$ cat src/rtl/regfile_pkg.sv
// Shared widths and types for the register file and its datapath neighbours.
package regfile_pkg;

    localparam int DATA_W   = 32;
    localparam int NUM_REGS = 32;
    localparam int ADDR_W   = $clog2(NUM_REGS);
    localparam int ZERO_REG = 0;

    typedef logic [ADDR_W-1:0] reg_addr_t;
    typedef logic [DATA_W-1:0] reg_data_t;

endpackage

$ cat src/rtl/regfile_read_port.sv
// One combinational read port: array select, x0 forcing, reset forcing.
// Optional same-cycle write bypass when REGFILE_BYPASS_EN is defined.
module regfile_read_port #(
    parameter int DATA_W   = regfile_pkg::DATA_W,
    parameter int NUM_REGS = regfile_pkg::NUM_REGS,
    parameter int ADDR_W   = regfile_pkg::ADDR_W
) (
    input  logic              rst,
    input  logic [DATA_W-1:0] regs_i [NUM_REGS],
    input  logic [ADDR_W-1:0] addr_i,
    input  logic              we_i,
    input  logic [ADDR_W-1:0] waddr_i,
    input  logic [DATA_W-1:0] wdata_i,
    output logic [DATA_W-1:0] data_o
);
    import regfile_pkg::*;

    logic is_zero;

    assign is_zero = (addr_i == ADDR_W'(ZERO_REG));

`ifdef REGFILE_BYPASS_EN
    logic hit;

    assign hit = we_i && (addr_i == waddr_i);
`else
    logic unused_ok;

    assign unused_ok = &{1'b0, we_i, waddr_i, wdata_i};
`endif

    always_comb begin
        data_o = regs_i[addr_i];
`ifdef REGFILE_BYPASS_EN
        if (hit) begin
            data_o = wdata_i;
        end
`endif
        // x0 and reset override everything, including the bypass
        if (rst || is_zero) begin
            data_o = '0;
        end
    end

endmodule

$ cat src/rtl/register_file.sv
// 32x32 register file: two datapath read ports, one debug port, one write.
// Define REGFILE_BYPASS_EN for write-first reads in the write cycle.
module register_file #(
    parameter int DATA_W   = regfile_pkg::DATA_W,
    parameter int NUM_REGS = regfile_pkg::NUM_REGS,
    parameter int ADDR_W   = regfile_pkg::ADDR_W
) (
    input  logic              clk,
    input  logic              rst,
    input  logic [ADDR_W-1:0] read_addr_1,
    input  logic [ADDR_W-1:0] read_addr_2,
    output logic [DATA_W-1:0] read_data_1,
    output logic [DATA_W-1:0] read_data_2,
    input  logic              reg_write,
    input  logic [ADDR_W-1:0] write_addr,
    input  logic [DATA_W-1:0] write_data,
    input  logic [ADDR_W-1:0] dbg_addr,
    output logic [DATA_W-1:0] dbg_data
);
    import regfile_pkg::*;

    logic [DATA_W-1:0] regs_q [NUM_REGS];
    logic [DATA_W-1:0] regs_d [NUM_REGS];
    logic              wr_en;

    assign wr_en = reg_write && (write_addr != ADDR_W'(ZERO_REG));

    always_comb begin
        regs_d = regs_q;
        if (wr_en) begin
            regs_d[write_addr] = write_data;
        end
    end

    // Flops rather than RAM so reset can clear every entry at once
    always_ff @(posedge clk or posedge rst) begin
        if (rst) begin
            for (int i = 0; i < NUM_REGS; i++) begin
                regs_q[i] <= '0;
            end
        end else begin
            regs_q <= regs_d;
        end
    end

    regfile_read_port #(
        .DATA_W  (DATA_W),
        .NUM_REGS(NUM_REGS),
        .ADDR_W  (ADDR_W)
    ) u_rp1 (
        .rst    (rst),
        .regs_i (regs_q),
        .addr_i (read_addr_1),
        .we_i   (reg_write),
        .waddr_i(write_addr),
        .wdata_i(write_data),
        .data_o (read_data_1)
    );

    regfile_read_port #(
        .DATA_W  (DATA_W),
        .NUM_REGS(NUM_REGS),
        .ADDR_W  (ADDR_W)
    ) u_rp2 (
        .rst    (rst),
        .regs_i (regs_q),
        .addr_i (read_addr_2),
        .we_i   (reg_write),
        .waddr_i(write_addr),
        .wdata_i(write_data),
        .data_o (read_data_2)
    );

    regfile_read_port #(
        .DATA_W  (DATA_W),
        .NUM_REGS(NUM_REGS),
        .ADDR_W  (ADDR_W)
    ) u_rpd (
        .rst    (rst),
        .regs_i (regs_q),
        .addr_i (dbg_addr),
        .we_i   (reg_write),
        .waddr_i(write_addr),
        .wdata_i(write_data),
        .data_o (dbg_data)
    );

endmodule
$ cat config.mk
export PLATFORM = sky130hd
export DESIGN_NAME = register_file
export DESIGN_NICKNAME = d
export VERILOG_FILES = /design/src/rtl/regfile_pkg.sv /design/src/rtl/regfile_read_port.sv /design/src/rtl/register_file.sv
export SDC_FILE = /design/constraint.sdc
export NUM_CORES = 2
export LEC_CHECK = 0
export ABC_AREA = 0
export CAP_MARGIN = 10
export CORE_MARGIN = 4
export CORE_UTILIZATION = 65
export DETAILED_ROUTE_END_ITERATION = 8
export PLACE_DENSITY_LB_ADDON = 0.25
export SYNTH_ARGS = -nofsm -noshare
export SYNTH_HDL_FRONTEND = slang
export SYNTH_HIERARCHICAL = 1
export SYNTH_SLANG_ARGS = --single-unit
$ cat constraint.sdc
create_clock -name clk -period 47 [get_ports clk]
set_input_delay 4.7 -clock clk [delete_from_list [all_inputs] [get_ports clk]]
set_output_delay 4.7 -clock clk [all_outputs]
set_load 0.005 [all_outputs]
==> flow_metrics.env <==
export IMPL_grtUsageTotal_pct=42.4
export IMPL_overflow=0
export IMPL_drtPass1Iterations=7
export IMPL_die_y_um=320
export IMPL_die_area_um2=102000
export IMPL_seqCellArea_um2=25600
export IMPL_slowest_delay_ns=0.78
export IMPL_cp_data_arrival_time_ns=9.20
export IMPL_power_switching_mw=0.838
export IMPL_required_ns=42.30
export IMPL_path_clk_slew_ns=0.06
export IMPL_antenna_left=0
export IMPL_h_tree_depth=3
export IMPL_grt_pass1_wl_um=321000
export IMPL_holdBufCountCts=0
export IMPL_vias=47537
export IMPL_met3_usage_pct=16.4
export IMPL_pwr_share_seq_pct=43.7
export IMPL_grt_max_degree=192
export IMPL_wl_um=220000
export IMPL_viasPerCell=7.93
export IMPL_slowest_stage="buf_4"
export IMPL_dp_hpwl_um=126000
export IMPL_regMostFlops="regs_q"
export IMPL_critPathLaunchType="input pin"
export IMPL_fillers=6530
export IMPL_maxSlewViolCount=0
export IMPL_finalSetupTns_ns=0
export IMPL_grtUsageMet2_pct=59.3
export IMPL_wire_per_inst_um=36.8
export IMPL_fin_nets=4670
export IMPL_post_cts_setup_buffer_count=0
export IMPL_worst_path_max_fanout=79
export IMPL_drv_cap=0
export IMPL_finalCriticalPeriod_ns=13.90
export IMPL_cts_resized=0
export IMPL_cts_tree="built"
export IMPL_setup_violations_final=0
export IMPL_reg_largest_list="regs_q: 1023 flops"
export IMPL_initial_core_util_pct=65.5
export IMPL_core_area_um2=96700
export IMPL_worstMarginPinSlew_ns=1.44
export IMPL_place_congestion=0.923
export IMPL_min_delay_path_class="reg -> reg"
export IMPL_hold_viol=0
export IMPL_area_growth_synth_to_final_pct=8.25
export IMPL_avgSynthCellArea_um2=13.2
export IMPL_synth_warnings=6
export IMPL_synthCells=4794
export IMPL_grt_pass1_vias=47048
export IMPL_timing_slew_headroom_pct=3.70
export IMPL_clkLatencyLatePin_ns=0.70
export IMPL_antenna_found_initial=8
export IMPL_vdd_ir_drop_max_v=0.0000394
export IMPL_critPathKind="in -> out"
export IMPL_power_internal_mw=1.95
export IMPL_total_power_mw=2.79
export IMPL_skew_ns=0
export IMPL_synth_nets=4849
export IMPL_final_layout_size_suffix_gt1_share_pct=36.4
export IMPL_dieWidth_um=320
export IMPL_drtIter0Drc=7115
export IMPL_busiest_layer="met2"
export IMPL_p_clk_share_pct=33.4
export IMPL_pwr_share_comb_pct=23.0
export IMPL_p_per_area_nw_per_um2=40.7
export IMPL_outcome="finished clean"
export IMPL_drc=0
export IMPL_rsz0062_at_grt="no"
export IMPL_netlist_area_um2=63300
export IMPL_p_sw_share_pct=30.0
export IMPL_io_pins=151
export IMPL_fmax_mhz=71.9
export IMPL_crit_chain="buf_8 > buf_4 > buf_4 > nor2_1 > nor2_2 > nand3_1 > nand4_1 > clkdlybuf4s50_1"
export IMPL_rows=114
export IMPL_cts_num_sinks=1023
export IMPL_multiInputGateArea_um2=35000
export IMPL_cts_buffers_inserted=108
export IMPL_clock_root_buffer="clkbuf_16"
export IMPL_largest_reg_flops=1023
export IMPL_min_period_over_period_pct=29.6
export IMPL_crit_path_end_kind="output pin"
export IMPL_cpMostUsedCell="buf_4"
export IMPL_cts_buffer_depth=3
export IMPL_leakagePower_nw=30.2
export IMPL_port_buffers=150
export IMPL_use_met1_pct=56.4
-- stage by stage --
step | worst slack [ns] | cell area [um2] | utilization (%) | hold WS [ns] | instances
finish | 33.10 | 68600 | 70.9 | 0.418 | 5995
floorplan | 13.51 | 63300 | - | 0.458 | 4794
global placement | 33.45 | 64700 | 66.9 | 0.392 | 5781
CTS | 33.44 | 68500 | 70.9 | 0.418 | 5982
detailed placement | 33.45 | 64700 | 66.9 | 0.403 | 5781
global route | 33.18 | 68500 | 70.9 | 0.427 | 5985
-- placed cells by master, fill, tap and decap left out, drive strengths merged, types with 4 or more instances in the layout --
| cell | count |
|---|---|
| and4bb | 6 |
| nor3 | 4 |
| nor2b | 11 |
| mux4 | 381 |
| nor2 | 28 |
| nand3 | 196 |
| mux2 | 992 |
| and2 | 15 |
| clkinvlp | 8 |
| a31oi | 93 |
| nand4 | 97 |
| diode | 13 |
| nand2 | 105 |
| a22o | 93 |
| clkdlybuf4s50 | 140 |
| clkbuf | 146 |
| dfrtp | 1023 |
| buf | 126 |
| clkinv | 29 |
| bufinv | 17 |
| a22oi | 387 |
| nor4b | 7 |
| mux2i | 771 |
-- power groups by stage --
stage / Clock (mW) / Sequential, mW / Combinational, mW
final: 0.930 / 1.22 / 0.641
after global routing: 0.972 / 1.24 / 0.673
after global placement: 0 / 1.21 / 0.605
after detailed placement: 0 / 1.22 / 0.620
after floorplan: 0 / 1.17 / 0.483
after CTS: 0.934 / 1.21 / 0.625
-- critical path: cells and delay by family --
| family | cells | cell delay, ns |
|---|---|---|
| buffers and inverters | 4 | 2.70 |
| and+or+nand+nor | 4 | 1.54 |
-- worst paths after layout --
kind / start / end / slack, ns / cells after the start
worst max-delay path: dbg_addr[2] / dbg_data[28] / 33.10 / 8
min in group asynchronous: rst / regs_q[791] / 4.60 / 2
worst min-delay path: regs_q[1015] / regs_q[1015] / 0.42 / 0
worst max register to register: regs_q[245] / regs_q[245] / 46.14 / 1
worst min register to register: regs_q[1015] / regs_q[1015] / 0.42 / 0
max in group asynchronous: rst / regs_q[833] / 39.33 / 5
-- routing by layer --
metal	vias up	routed length [um]
met1	24118	78100
li1	18387	-
met2	3916	91700
met3	1112	33700
met4	4	16800
met5	-	30
-- cell type report --
class / instances / share of cell area [%]
clock buffer: 146 / 4.48
tap: 1276 / 2.33
antenna: 13 / 0.0474
sequential: 1023 / 37.3
inverter: 1 / 0.0164
multi-input combinational: 3215 / 51.1
clock inverter: 55 / 1.11
timing repair buffer: 266 / 3.59
(Power assumes the default switching activity.)
